[src/rtl/snn_aer_pkg.sv]
// Shared types and defaults for the AER spike output stage.
//   aer_state_t     : 4-phase handshake controller states
//   AER_ADDR_BITS   : default event address width (pixel index)
//   AER_SYNC_STAGES : default depth of the AEROUT_ACK synchronizer
package snn_aer_pkg;

  localparam int unsigned AER_ADDR_BITS   = 8;
  localparam int unsigned AER_SYNC_STAGES = 2;

  typedef enum logic [1:0] {
    IDLE    = 2'd0,
    REQ     = 2'd1,
    ACK_LOW = 2'd2
  } aer_state_t;

endpackage

[src/rtl/aer_event_fifo.sv]
// Synchronous FIFO that buffers sorted pixel indices ahead of the AER transmitter.
// Depth must be a power of two so the read/write pointers wrap for free.
// A push to a full FIFO is accepted when a pop happens in the same cycle.
// Ports:
//   CLK, RST : clock, asynchronous active-high reset
//   push     : write wdata this cycle (ignored when full and not popping)
//   pop      : remove the head entry this cycle (ignored when empty)
//   wdata    : entry to write
//   head     : current head entry
//   count    : number of stored entries (0..DEPTH)
//   full     : count == DEPTH
//   empty    : count == 0
module aer_event_fifo #(
  parameter int unsigned WIDTH = 8,
  parameter int unsigned DEPTH = 4
) (
  input  logic                     CLK,
  input  logic                     RST,
  input  logic                     push,
  input  logic                     pop,
  input  logic [WIDTH-1:0]         wdata,
  output logic [WIDTH-1:0]         head,
  output logic [$clog2(DEPTH):0]   count,
  output logic                     full,
  output logic                     empty
);

  localparam int unsigned PtrW = $clog2(DEPTH);
  localparam int unsigned CntW = PtrW + 1;

  logic [WIDTH-1:0] mem_q [DEPTH];
  logic [PtrW-1:0]  wr_ptr_q, wr_ptr_d;
  logic [PtrW-1:0]  rd_ptr_q, rd_ptr_d;
  logic [CntW-1:0]  count_q, count_d;
  logic             do_push;
  logic             do_pop;

  assign full  = (count_q == CntW'(DEPTH));
  assign empty = (count_q == '0);
  assign count = count_q;
  assign head  = mem_q[rd_ptr_q];

  // "Full" is judged after the pop, so a simultaneous pop frees the slot.
  assign do_pop  = pop && !empty;
  assign do_push = push && (!full || do_pop);

  always_comb begin
    wr_ptr_d = wr_ptr_q;
    rd_ptr_d = rd_ptr_q;
    count_d  = count_q;
    if (do_push) begin
      wr_ptr_d = wr_ptr_q + PtrW'(1);
    end
    if (do_pop) begin
      rd_ptr_d = rd_ptr_q + PtrW'(1);
    end
    unique case ({do_push, do_pop})
      2'b10:   count_d = count_q + CntW'(1);
      2'b01:   count_d = count_q - CntW'(1);
      default: count_d = count_q;
    endcase
  end

  always_ff @(posedge CLK or posedge RST) begin
    if (RST) begin
      wr_ptr_q <= '0;
      rd_ptr_q <= '0;
      count_q  <= '0;
    end else begin
      wr_ptr_q <= wr_ptr_d;
      rd_ptr_q <= rd_ptr_d;
      count_q  <= count_d;
    end
  end

  // Storage needs no reset: entries are only read once count marks them valid.
  always_ff @(posedge CLK) begin
    if (do_push) begin
      mem_q[wr_ptr_q] <= wdata;
    end
  end

endmodule

[src/rtl/aer_spike_out.sv]
// AER spike output stage: buffers sorted pixel indices from the intensity sorter
// and sends each one to the SNN core with a 4-phase REQ/ACK handshake.
// Ports:
//   CLK, RST    : clock (rising edge), asynchronous active-high reset
//   EVT_VALID   : sorter presents an index this cycle
//   EVT_ADDR    : index to transmit
//   NEW_IMAGE   : one-cycle pulse, restarts the per-image sent count
//   CTRL_BUSY   : back-pressure to the sorter
//   AEROUT_ADDR : AER address bus, stable while a handshake is in flight
//   AEROUT_REQ  : AER request
//   AEROUT_ACK  : AER acknowledge, asynchronous to CLK
//   IMAGE_SENT  : IMAGE_SIZE events handshaken since the last NEW_IMAGE
//   OVERFLOW    : sticky, an event arrived while the FIFO was full
module aer_spike_out
  import snn_aer_pkg::*;
#(
  parameter int unsigned ADDR_BITS   = AER_ADDR_BITS,
  parameter int unsigned FIFO_DEPTH  = 4,
  parameter int unsigned SYNC_STAGES = AER_SYNC_STAGES,
  parameter int unsigned IMAGE_SIZE  = 5
) (
  input  logic                 CLK,
  input  logic                 RST,
  input  logic                 EVT_VALID,
  input  logic [ADDR_BITS-1:0] EVT_ADDR,
  input  logic                 NEW_IMAGE,
  output logic                 CTRL_BUSY,
  output logic [ADDR_BITS-1:0] AEROUT_ADDR,
  output logic                 AEROUT_REQ,
  input  logic                 AEROUT_ACK,
  output logic                 IMAGE_SENT,
  output logic                 OVERFLOW
);

  localparam int unsigned CntW  = $clog2(FIFO_DEPTH) + 1;
  localparam int unsigned SentW = $clog2(IMAGE_SIZE + 1);

  // FIFO
  logic [ADDR_BITS-1:0] fifo_head;
  logic [CntW-1:0]      fifo_count;
  logic                 fifo_full;
  logic                 fifo_empty;
  logic                 fifo_pop;

  aer_event_fifo #(
    .WIDTH (ADDR_BITS),
    .DEPTH (FIFO_DEPTH)
  ) u_fifo (
    .CLK   (CLK),
    .RST   (RST),
    .push  (EVT_VALID),
    .pop   (fifo_pop),
    .wdata (EVT_ADDR),
    .head  (fifo_head),
    .count (fifo_count),
    .full  (fifo_full),
    .empty (fifo_empty)
  );

  // One slot of margin: the sorter's valid is registered and lags its view of BUSY.
  assign CTRL_BUSY = (fifo_count >= CntW'(FIFO_DEPTH - 1));

  // ACK synchronizer
  logic [SYNC_STAGES-1:0] ack_sync_q;
  logic                   ack_s;

  always_ff @(posedge CLK or posedge RST) begin
    if (RST) begin
      ack_sync_q <= '0;
    end else begin
      ack_sync_q[0] <= AEROUT_ACK;
      for (int i = 1; i < SYNC_STAGES; i++) begin
        ack_sync_q[i] <= ack_sync_q[i-1];
      end
    end
  end

  assign ack_s = ack_sync_q[SYNC_STAGES-1];

  // Handshake FSM
  aer_state_t           state_q, state_d;
  logic                 req_q, req_d;
  logic [ADDR_BITS-1:0] addr_q, addr_d;
  logic                 hs_done;

  always_comb begin
    state_d  = state_q;
    req_d    = req_q;
    addr_d   = addr_q;
    fifo_pop = 1'b0;
    hs_done  = 1'b0;
    unique case (state_q)
      IDLE: begin
        // Waiting for ack_s low keeps a late ACK from being taken for the next event.
        if (!fifo_empty && !ack_s) begin
          addr_d   = fifo_head;
          fifo_pop = 1'b1;
          req_d    = 1'b1;
          state_d  = REQ;
        end
      end
      REQ: begin
        if (ack_s) begin
          req_d   = 1'b0;
          state_d = ACK_LOW;
        end
      end
      ACK_LOW: begin
        if (!ack_s) begin
          hs_done = 1'b1;
          state_d = IDLE;
        end
      end
      default: begin
        req_d   = 1'b0;
        state_d = IDLE;
      end
    endcase
  end

  always_ff @(posedge CLK or posedge RST) begin
    if (RST) begin
      state_q <= IDLE;
      req_q   <= 1'b0;
      addr_q  <= '0;
    end else begin
      state_q <= state_d;
      req_q   <= req_d;
      addr_q  <= addr_d;
    end
  end

  assign AEROUT_REQ  = req_q;
  assign AEROUT_ADDR = addr_q;

  // Per-image sent counter and sticky overflow
  logic [SentW-1:0] sent_q, sent_d;
  logic             ovf_q, ovf_d;

  always_comb begin
    sent_d = sent_q;
    // NEW_IMAGE takes priority over a completion landing in the same cycle.
    if (NEW_IMAGE) begin
      sent_d = '0;
    end else if (hs_done && (sent_q != SentW'(IMAGE_SIZE))) begin
      sent_d = sent_q + SentW'(1);
    end
  end

  // A pop in the same cycle makes room, so only an unrelieved full drops the event.
  assign ovf_d = ovf_q | (EVT_VALID && fifo_full && !fifo_pop);

  always_ff @(posedge CLK or posedge RST) begin
    if (RST) begin
      sent_q <= '0;
      ovf_q  <= 1'b0;
    end else begin
      sent_q <= sent_d;
      ovf_q  <= ovf_d;
    end
  end

  assign IMAGE_SENT = (sent_q == SentW'(IMAGE_SIZE));
  assign OVERFLOW   = ovf_q;

endmodule

[config.mk]
export PLATFORM = sky130hd
export DESIGN_NAME = aer_spike_out
export DESIGN_NICKNAME = d
export VERILOG_FILES = /design/src/rtl/snn_aer_pkg.sv /design/src/rtl/aer_event_fifo.sv /design/src/rtl/aer_spike_out.sv
export SDC_FILE = /design/constraint.sdc
export NUM_CORES = 1
export LEC_CHECK = 0
export ABC_AREA = 1
export CORE_MARGIN = 5
export CORE_UTILIZATION = 55
export DETAILED_ROUTE_END_ITERATION = 7
export PLACE_DENSITY = 0.86
export SLEW_MARGIN = 20
export SYNTH_ARGS = -nofsm -noshare
export SYNTH_HDL_FRONTEND = slang
export SYNTH_SLANG_ARGS = --single-unit
export TNS_END_PERCENT = 10
[constraint.sdc]
create_clock -name CLK -period 2.82 [get_ports CLK]
set_input_delay 0.564 -clock CLK [delete_from_list [all_inputs] [get_ports CLK]]
set_output_delay 0.564 -clock CLK [all_outputs]
set_load 0.03 [all_outputs]
## After elaboration in Yosys (flattened, before gate mapping)

Memory sizes are Yosys's and may differ from the RTL's. A register that Yosys moved wholly into a read port is not among the register bits.
Cells that the tools add are included.

- Register bits after elaboration: 16
- Memory bits (writable): 32
- Input port bits: 13
- Output and inout port bits: 12
- Memories kept: 1

Memory list:

| memory | words | width | rd ports | clocked after Yosys merged registers in | write ports | RTL line | RTL |
|---|---|---|---|---|---|---|---|
| u_fifo.mem_q | 4 | 8 | 1 | 1 | 1 | aer_event_fifo.sv:31 | `logic [WIDTH-1:0] mem_q [DEPTH];` |

- Add/sub/neg operators: 5
- $lt $le $gt $ge: 1
- Eq/ne operators: 10
- Mux-type cells: 16
- Bitwise gates (word level): 2
- Reduce and logical (&&, ||, !) cells: 18

Operators with widths:

| operator | number |
|---|---|
| 1-bit 2-to-1 mux | 8 |
| 3-bit by 1-bit adder with 3-bit output, second input constant | 2 |
| 3-bit equality test, second input constant | 2 |
| 1-bit logical AND | 6 |
| 2-bit 2-to-1 mux | 3 |
| 3-bit 2-to-1 mux | 2 |
| 2-bit != test, second input constant | 3 |
| 2-bit case mux with 3 select lines | 1 |
| 3-bit case mux with 2 select lines | 1 |
| 3-bit AND reduction | 2 |
| 2-bit by 1-bit adder with 2-bit output, second input constant | 2 |
| 2-bit by 1-bit equality test with 1-bit output, second input constant | 2 |
| 2-bit equality test, second input constant | 2 |
| 1-bit zero test | 4 |
| 2-bit nonzero test | 2 |
| 3-bit by 2-bit >= comparator with 1-bit output, second input constant | 1 |
| 3-bit zero test | 1 |
| 3-bit != test, second input constant | 1 |
| 1-bit case mux with 3 select lines | 1 |
| 3-bit by 1-bit subtractor with 3-bit output, second input constant | 1 |
| 2-bit zero test | 1 |
| 2-bit AND reduction | 1 |
| 1-bit logical OR | 1 |
| 1-bit NOT | 1 |
| 1-bit OR | 1 |

## Logic depth before layout (Yosys ltp)

Gate-level depths: netlist of the first run.

- Word-level depth: 10
- Mapped depth: 13
- Depth with buffers taken out: 13

## By module

From an unflattened synthesis of the first run, not the netlist that was laid out.

- Cells, all modules: 230
- Area total of the unflattened synthesis: 2,459.9 sq um

Modules (own cells, without submodules):

| module | times used | cells an instance | area an instance (sq um) |
|---|---|---|---|
| aer_event_fifo | 1 | 149 | 1,719.1 |
| aer_spike_out | 1 | 81 | 740.7 |

## Worst setup path before layout of the first run

OpenSTA, ideal clock, no wires.

- Kind: register to output
- Start point: reg u_fifo.count_q[0], in the netlist u_fifo.count[0]
- End point: out CTRL_BUSY
- Arrival time: 1,098 ps
- Required time: 2,256 ps
- Setup slack: 1,158 ps
- Cell stages (with the launch flop): 3
- Buffers on the path: 0
- Cells stage by stage: dfrtp_1 > inv_2 > o21ai_0

- Word-level cells in the longest chain between the ends: 1

Ends and longest elaborated chain:

| element | RTL line | RTL |
|---|---|---|
| from (decl) | aer_event_fifo.sv:34 | `logic [CntW-1:0] count_q, count_d;` |
| from (signal assigned) | aer_event_fifo.sv:72 | `count_q <= count_d;` |
| 3-bit by 2-bit >= comparator with 1-bit output | aer_spike_out.sv:61 | `assign CTRL_BUSY = (fifo_count >= CntW'(FIFO_DEPTH - 1));` |
| to (decl) | aer_spike_out.sv:27 | `output logic CTRL_BUSY,` |

Every way passes these cells.

## Worst setup path after layout of the first run

- Start point: reg sent_q[1]
- End point: out IMAGE_SENT

- Word-level cells in the longest chain between the ends: 1

Ends and longest elaborated chain:

| element | RTL line | RTL |
|---|---|---|
| from (decl) | aer_spike_out.sv:137 | `logic [SentW-1:0] sent_q, sent_d;` |
| from (signal assigned) | aer_spike_out.sv:158 | `sent_q <= sent_d;` |
| 3-bit equality test | aer_spike_out.sv:163 | `assign IMAGE_SENT = (sent_q == SentW'(IMAGE_SIZE));` |
| to (decl) | aer_spike_out.sv:31 | `output logic IMAGE_SENT,` |

Every way passes these cells.

==> results of run 1 <==
[logic make-up after synthesis]
kind of cell             share of synthesized area [%]
AND/OR/NAND/NOR                                   14.5
flip-flops                                        66.0
AO/OA/AOI/OAI                                     8.62
buffers and inverters                             5.81
adder cells (fa/ha/maj)                           4.02
XOR/XNOR                                          1.11
[sequential cells by signal, summed over array words and instances, names as in the netlist, 2 cells and up]
name and cells:
AEROUT_ADDR 8, ack_sync_q 2, sent_q 3, state_q 2, u_fifo.count 3, u_fifo.mem_q 32
u_fifo.rd_ptr_q 2, u_fifo.wr_ptr_q 2
[cells in the final DEF, fill, tap and decap left out, drive strengths merged, types with 2 or more instances in the layout]
master,n
nor2,54
edfxtp,32
inv,25
dfrtp,24
clkdlybuf4s50,24
o21ai,19
nand2,15
a31oi,8
a21oi,6
ha,6
clkbuf,5
nand3,5
xor2,3
buf,2
[synth_stat cells (all sizes together)]
cell    number  area [um2]
clkbuf       1        5.00
dfrtp       24         601
o21a         1        7.51
nand2       15        68.8
a21oi        6        30.0
nand3        5        37.5
a211oi       1        7.51
a31oi        8        56.3
xor2         3        26.3
fa           1        20.0
o21ai       19        95.1
nor2        54         220
buf          5        42.5
inv         24        90.1
ha           6        75.1
edfxtp      32         961
o21bai       1        7.51
nor3         1        16.3
[through the flow]
stage               cell area, um2  power, mW  setup WS [ns]  util, %  hold WS, ns
floorplan                     2370       2.05           1.16        -        0.331
global placement              2640       2.33          0.696     64.5        0.344
detailed placement            2640       2.37          0.668     64.5        0.337
CTS                           2730       2.81          0.486     66.7        0.369
global route                  2730       2.98          0.414     66.7        0.374
finish                        2730       2.78          0.511     66.7        0.369
[final cells by class]
type	count	share of cell area, %
Clock buffer	5	2.52
Clock inverter	3	0.780
Inverter	24	3.30
Multi-Input combinational cell	121	24.5
Sequential cell	56	57.2
Tap cell	50	2.29
Timing Repair Buffer	26	9.36
[report_power, final]
group | switching [mW] | total (mW) | internal [mW]
Sequential | 0.159 | 1.27 | 1.11
Clock | 0.256 | 0.433 | 0.177
Combinational | 0.673 | 1.08 | 0.404
[worst max-delay path by stage]
| stage | start | to | slack, ns | cells after the start |
|---|---|---|---|---|
| CTS | sent_q[1] | IMAGE_SENT | 0.49 | 5 |
| global route | sent_q[1] | IMAGE_SENT | 0.41 | 5 |
| detailed placement | EVT_VALID | u_fifo.mem_q[1][4] | 0.67 | 3 |
| finish | sent_q[1] | IMAGE_SENT | 0.51 | 5 |
| floorplan | u_fifo.count[0] | CTRL_BUSY | 1.16 | 2 |
| global placement | EVT_VALID | u_fifo.mem_q[0][4] | 0.70 | 3 |
[worst max-delay path, stage by stage, from the launching register on]
cell and delay (ns):
dfrtp_1 0.40, inv_1 0.06, ha_1 0.14, nand2_1 0.05
inv_1 0.10, clkdlybuf4s50_1 0.68
[layer usage]
layer,vias to the layer above,routed length [um]
li1,731,-
met1,706,1820
met2,32,1990
met3,4,179
met4,0,36
met5,-,0
==> flow_summary.yaml, run 1 <==
drt:
  firstDrtPassIters: 5
  drc_errors: 0
  drt.antenna.violating_nets: 0
  via_per_inst: 5.17
  wire_per_inst_um: 14.2
  wl_um: 4030
  drtIter0Drc: 76
  vias: 1473
timing:
  drv_slew: 0
  setup_viol: 0
  relSlewSlack_pct: 56.3
  rsz0062_at_grt: "no"
  fmax_mhz: 433
  tightest_slew_ns: 0.653
  finalHoldViolCount: 0
  tns_ns: 0
  period_needed_ns: 2.31
  period_share_pct: 81.9
  clock_skew_ns: 0.00429
layout:
  fin_nets: 254
  regArea_um2: 1560
  nFillCells: 323
  area_growth_pct: 15.2
  antenna_cells: 0
  multi_input_area_um2: 668
  drive_gt1_share_pct: 11.5
  fin_cells: 285
status:
  outcome: "complete, no violations"
global_route:
  grt_first_pass_wirelength_um: 6530
  gr-usage-met3_pct: 3.56
  use_met1_pct: 19.6
  grt_util_all_layers_pct: 15.8
  grt_antenna_before_repair: 0
  grt_pass1_vias: 1455
  grt_max_degree: 25
  met2_usage_pct: 27.6
  grt.busiest_layer: "met2"
  grt-ovfl-total: 0
logic_synthesis:
  synth_cell_types: 26
  avgSynthCellArea_um2: 11.4
  syn_nets: 227
  netlist_instances: 207
  synth-seq-area-share_pct: 66.0
  synth_seq_cells: 56
  syn-cell-area_um2: 2370
  yosys_warnings: 0
pwr:
  cellPowerDensity_nw_per_um2: 1020
  ir_drop_mv: 0.469
  p_leak_nw: 1.10
floorplanning:
  coreArea_um2: 4090
  initial_utilization_pct: 57.9
  die_h_um: 75.6
  fp.dieArea_um2: 5720
  num_io_pins: 25
  rows: 23
  die_w_um: 75.6
setup_path:
  critPathCaptureType: "primary output"
  required_ns: 2.26
  start_kind: "register"
  critPathKind: "reg2out"
  r2r_end: "u_fifo.mem_q[1][0]"
  arrival_ns: 1.74
  crit_fanout: 3
  reg2reg_depth: 5
  reg2reg_slack_ns: 1.04
  r2r-start: "ack_sync_q[1]"
clocking:
  post-cts-setup-buffers: 0
  postCtsHoldBufs: 0
  cts_tree: "done"
  cts_buffers: 5
  clk-insertion-delay-late_ns: 0.30
  cts_resized: 0
  root_buffer: "clkbuf_8"
  clock_sinks: 56
  clk_transition_reported_paths_ns: 0.10
  cts_buffer_depth: 2
  htree_levels: 2
job:
  cap_violations: 0
placed_design:
  place.gp.congestion: 0.795
  dp_hpwl_um: 2930
  dp_cells: 277
  portBuffers: 24
hold_path:
  hold-path-cell-count: 0
  hold_path_class: "reg2reg"
  whs_endpoint: "ack_sync_q[1]"
  min_from: "ack_sync_q[0]"
Power figures use the tool's default switching activity.
==> run 2: changes to the inputs <==
- CORE_UTILIZATION: 55 -> 50
- PLACE_DENSITY: 0.86 -> 0.83
- clock period: 2.82 -> 2.1 ns (I/O delays scaled with it)
==> run 2 against run 1 <==
Net effect: die area rose by 8.6%; register-to-register slack lost 0.69 ns; sequential cell count unchanged; design area is 2.4% higher; total power rose by 40%; sequential share of layout area shrank 1.3 points; global-route usage down 0.74 points; non-clock buffer count increased by 5; via count increased by 1.6%; setup slack worse by 0.29 ns; combinational power is 38% higher; largest power group unchanged.
==> flow_summary.yaml, run 2 (synthesis gave the netlist of run 1 again) <==
status:
  outcome: "complete, no violations"
setup_path:
  start_kind: "register"
  required_ns: 1.68
  critPathCaptureType: "primary output"
  critPathKind: "reg2out"
  arrival_ns: 1.46
  crit_fanout: 3
timing:
  setup_viol: 0
  finalHoldViolCount: 0
  clock_skew_ns: 0.0111
  period_share_pct: 89.7
  fmax_mhz: 531
  rsz0062_at_grt: "no"
  tns_ns: 0
  relSlewSlack_pct: 60.9
  drv_slew: 0
  period_needed_ns: 1.88
  holdWs_ns: 0.344
  tightest_slew_ns: 0.586
global_route:
  grt_pass1_vias: 1480
  grt_antenna_before_repair: 0
  grt_first_pass_wirelength_um: 7000
  grt_max_degree: 25
  grt_util_all_layers_pct: 15.1
  grt-ovfl-total: 0
pwr:
  clkPwrFrac_pct: 18.0
  seqPwrFrac_pct: 43.9
  switchingPower_mw: 1.48
  swShare_pct: 38.0
  p_leak_nw: 1.15
  power_frac_comb_pct: 38.1
  cellPowerDensity_nw_per_um2: 1400
  p_int_mw: 2.42
  ir_drop_mv: 0.542
layout:
  area_growth_pct: 18.0
  final_common_cell: "nor2_1"
  utilization_pct: 59.9
  fin_nets: 259
  largest_reg_flops: 32
  top_register: "u_fifo.mem_q"
  layout_common_cells: "nor2_1, edfxtp_1, dfrtp_1"
  final_area_um2: 2790
  drive_gt1_share_pct: 12.9
  antenna_cells: 0
placed_design:
  dp_hpwl_um: 2840
  placed_cell_area_um2: 2680
  place.gp.congestion: 0.779
  portBuffers: 24
floorplanning:
  num_io_pins: 25
  rows: 25
  coreArea_um2: 4660
  die_w_um: 78.8
  initial_utilization_pct: 50.8
  die_h_um: 78.8
  fp.dieArea_um2: 6210
drt:
  firstDrtPassIters: 4
  drt.antenna.violating_nets: 0
  wire_per_inst_um: 14.0
  vias: 1496
  wl_um: 4110
  drtIter0Drc: 99
  via_per_inst: 5.09
  drc_errors: 0
clocking:
  clk_transition_reported_paths_ns: 0.09
  root_buffer: "clkbuf_8"
  htree_levels: 2
  cts_buffers: 5
  postCtsHoldBufs: 0
  clock_sinks: 56
  cts_buffer_depth: 2
  clk-insertion-delay-late_ns: 0.31
  cts_tree: "done"
job:
  cap_violations: 0
hold_path:
  hold_path_class: "reg2reg"
run 2: cell types whose count changed in the layout (fill, tap and decap cells not counted):
cell	change
clkbuf_1	+1
clkdlybuf4s50_1	-2
dlygate4sd2_1	+1
clkinv_2	-1
bufinv_16	+1
buf_4	+5
clkinvlp_4	-1
dlymetal6s2s_1	+1
run 2: layer usage:
metal	global-route usage, %	vias up	share of wire, %
met5	0	-	0
met4	5.77	0	1.8
met3	3.85	4	4.1
met2	26.3	30	53
met1	17.9	718	41
li1	-	744	-
run 2: final timing paths:
check / startpoint / end / slack (ns) / cells after the start
setup / recovery: sent_q[1] / IMAGE_SENT / 0.22 / 5
hold / removal: ack_sync_q[0] / ack_sync_q[1] / 0.34 / 0
setup reg to reg: ack_sync_q[1] / u_fifo.count[2] / 0.35 / 11
hold reg to reg: ack_sync_q[0] / ack_sync_q[1] / 0.34 / 0
max in group asynchronous: RST / u_fifo.wr_ptr_q[0] / 1.42 / 3
min in group asynchronous: RST / AEROUT_ADDR[5] / 0.44 / 3
run 2: final cells by class:
cell class	instances	area (um2)
multi-input combinational	121	668
timing repair buffer	31	294
tap	54	67.6
inverter	24	90.1
sequential	56	1560
clock buffer	6	72.6
clock inverter	2	38.8
fill	371	1870
run 2: timing repair:
action	in CTS	in global routing
buffers inserted	0	0
setup endpoints to repair	1	1
pin swaps	0	0
resized for setup	1	1
run 2: power by group through the flow:
stage	Clock, mW	Sequential (mW)	Combinational (mW)
2_1_floorplan	0	1.81	0.938
3_3_place_gp	0	1.72	1.44
3_5_place_dp	0	1.74	1.50
4_1_cts	0.709	1.72	1.51
5_1_grt	0.757	1.75	1.66
6_report	0.703	1.71	1.49
run 2: critical path, stage by stage (launching register included):
cell,delay (ns)
dfrtp_1,0.41
inv_1,0.06
ha_1,0.13
nand2_1,0.05
inv_1,0.10
dlygate4sd2_1,0.41
run 2: stage by stage:
stage          worst slack (ns)  total power [mW]  instances
2_1_floorplan             0.479              2.75        207
3_5_place_dp              0.176              3.24        286
4_1_cts                  0.0738              3.93        294
6_report                  0.217              3.90        294
5_1_grt                   0.139              4.17        294
3_3_place_gp              0.246              3.16        286
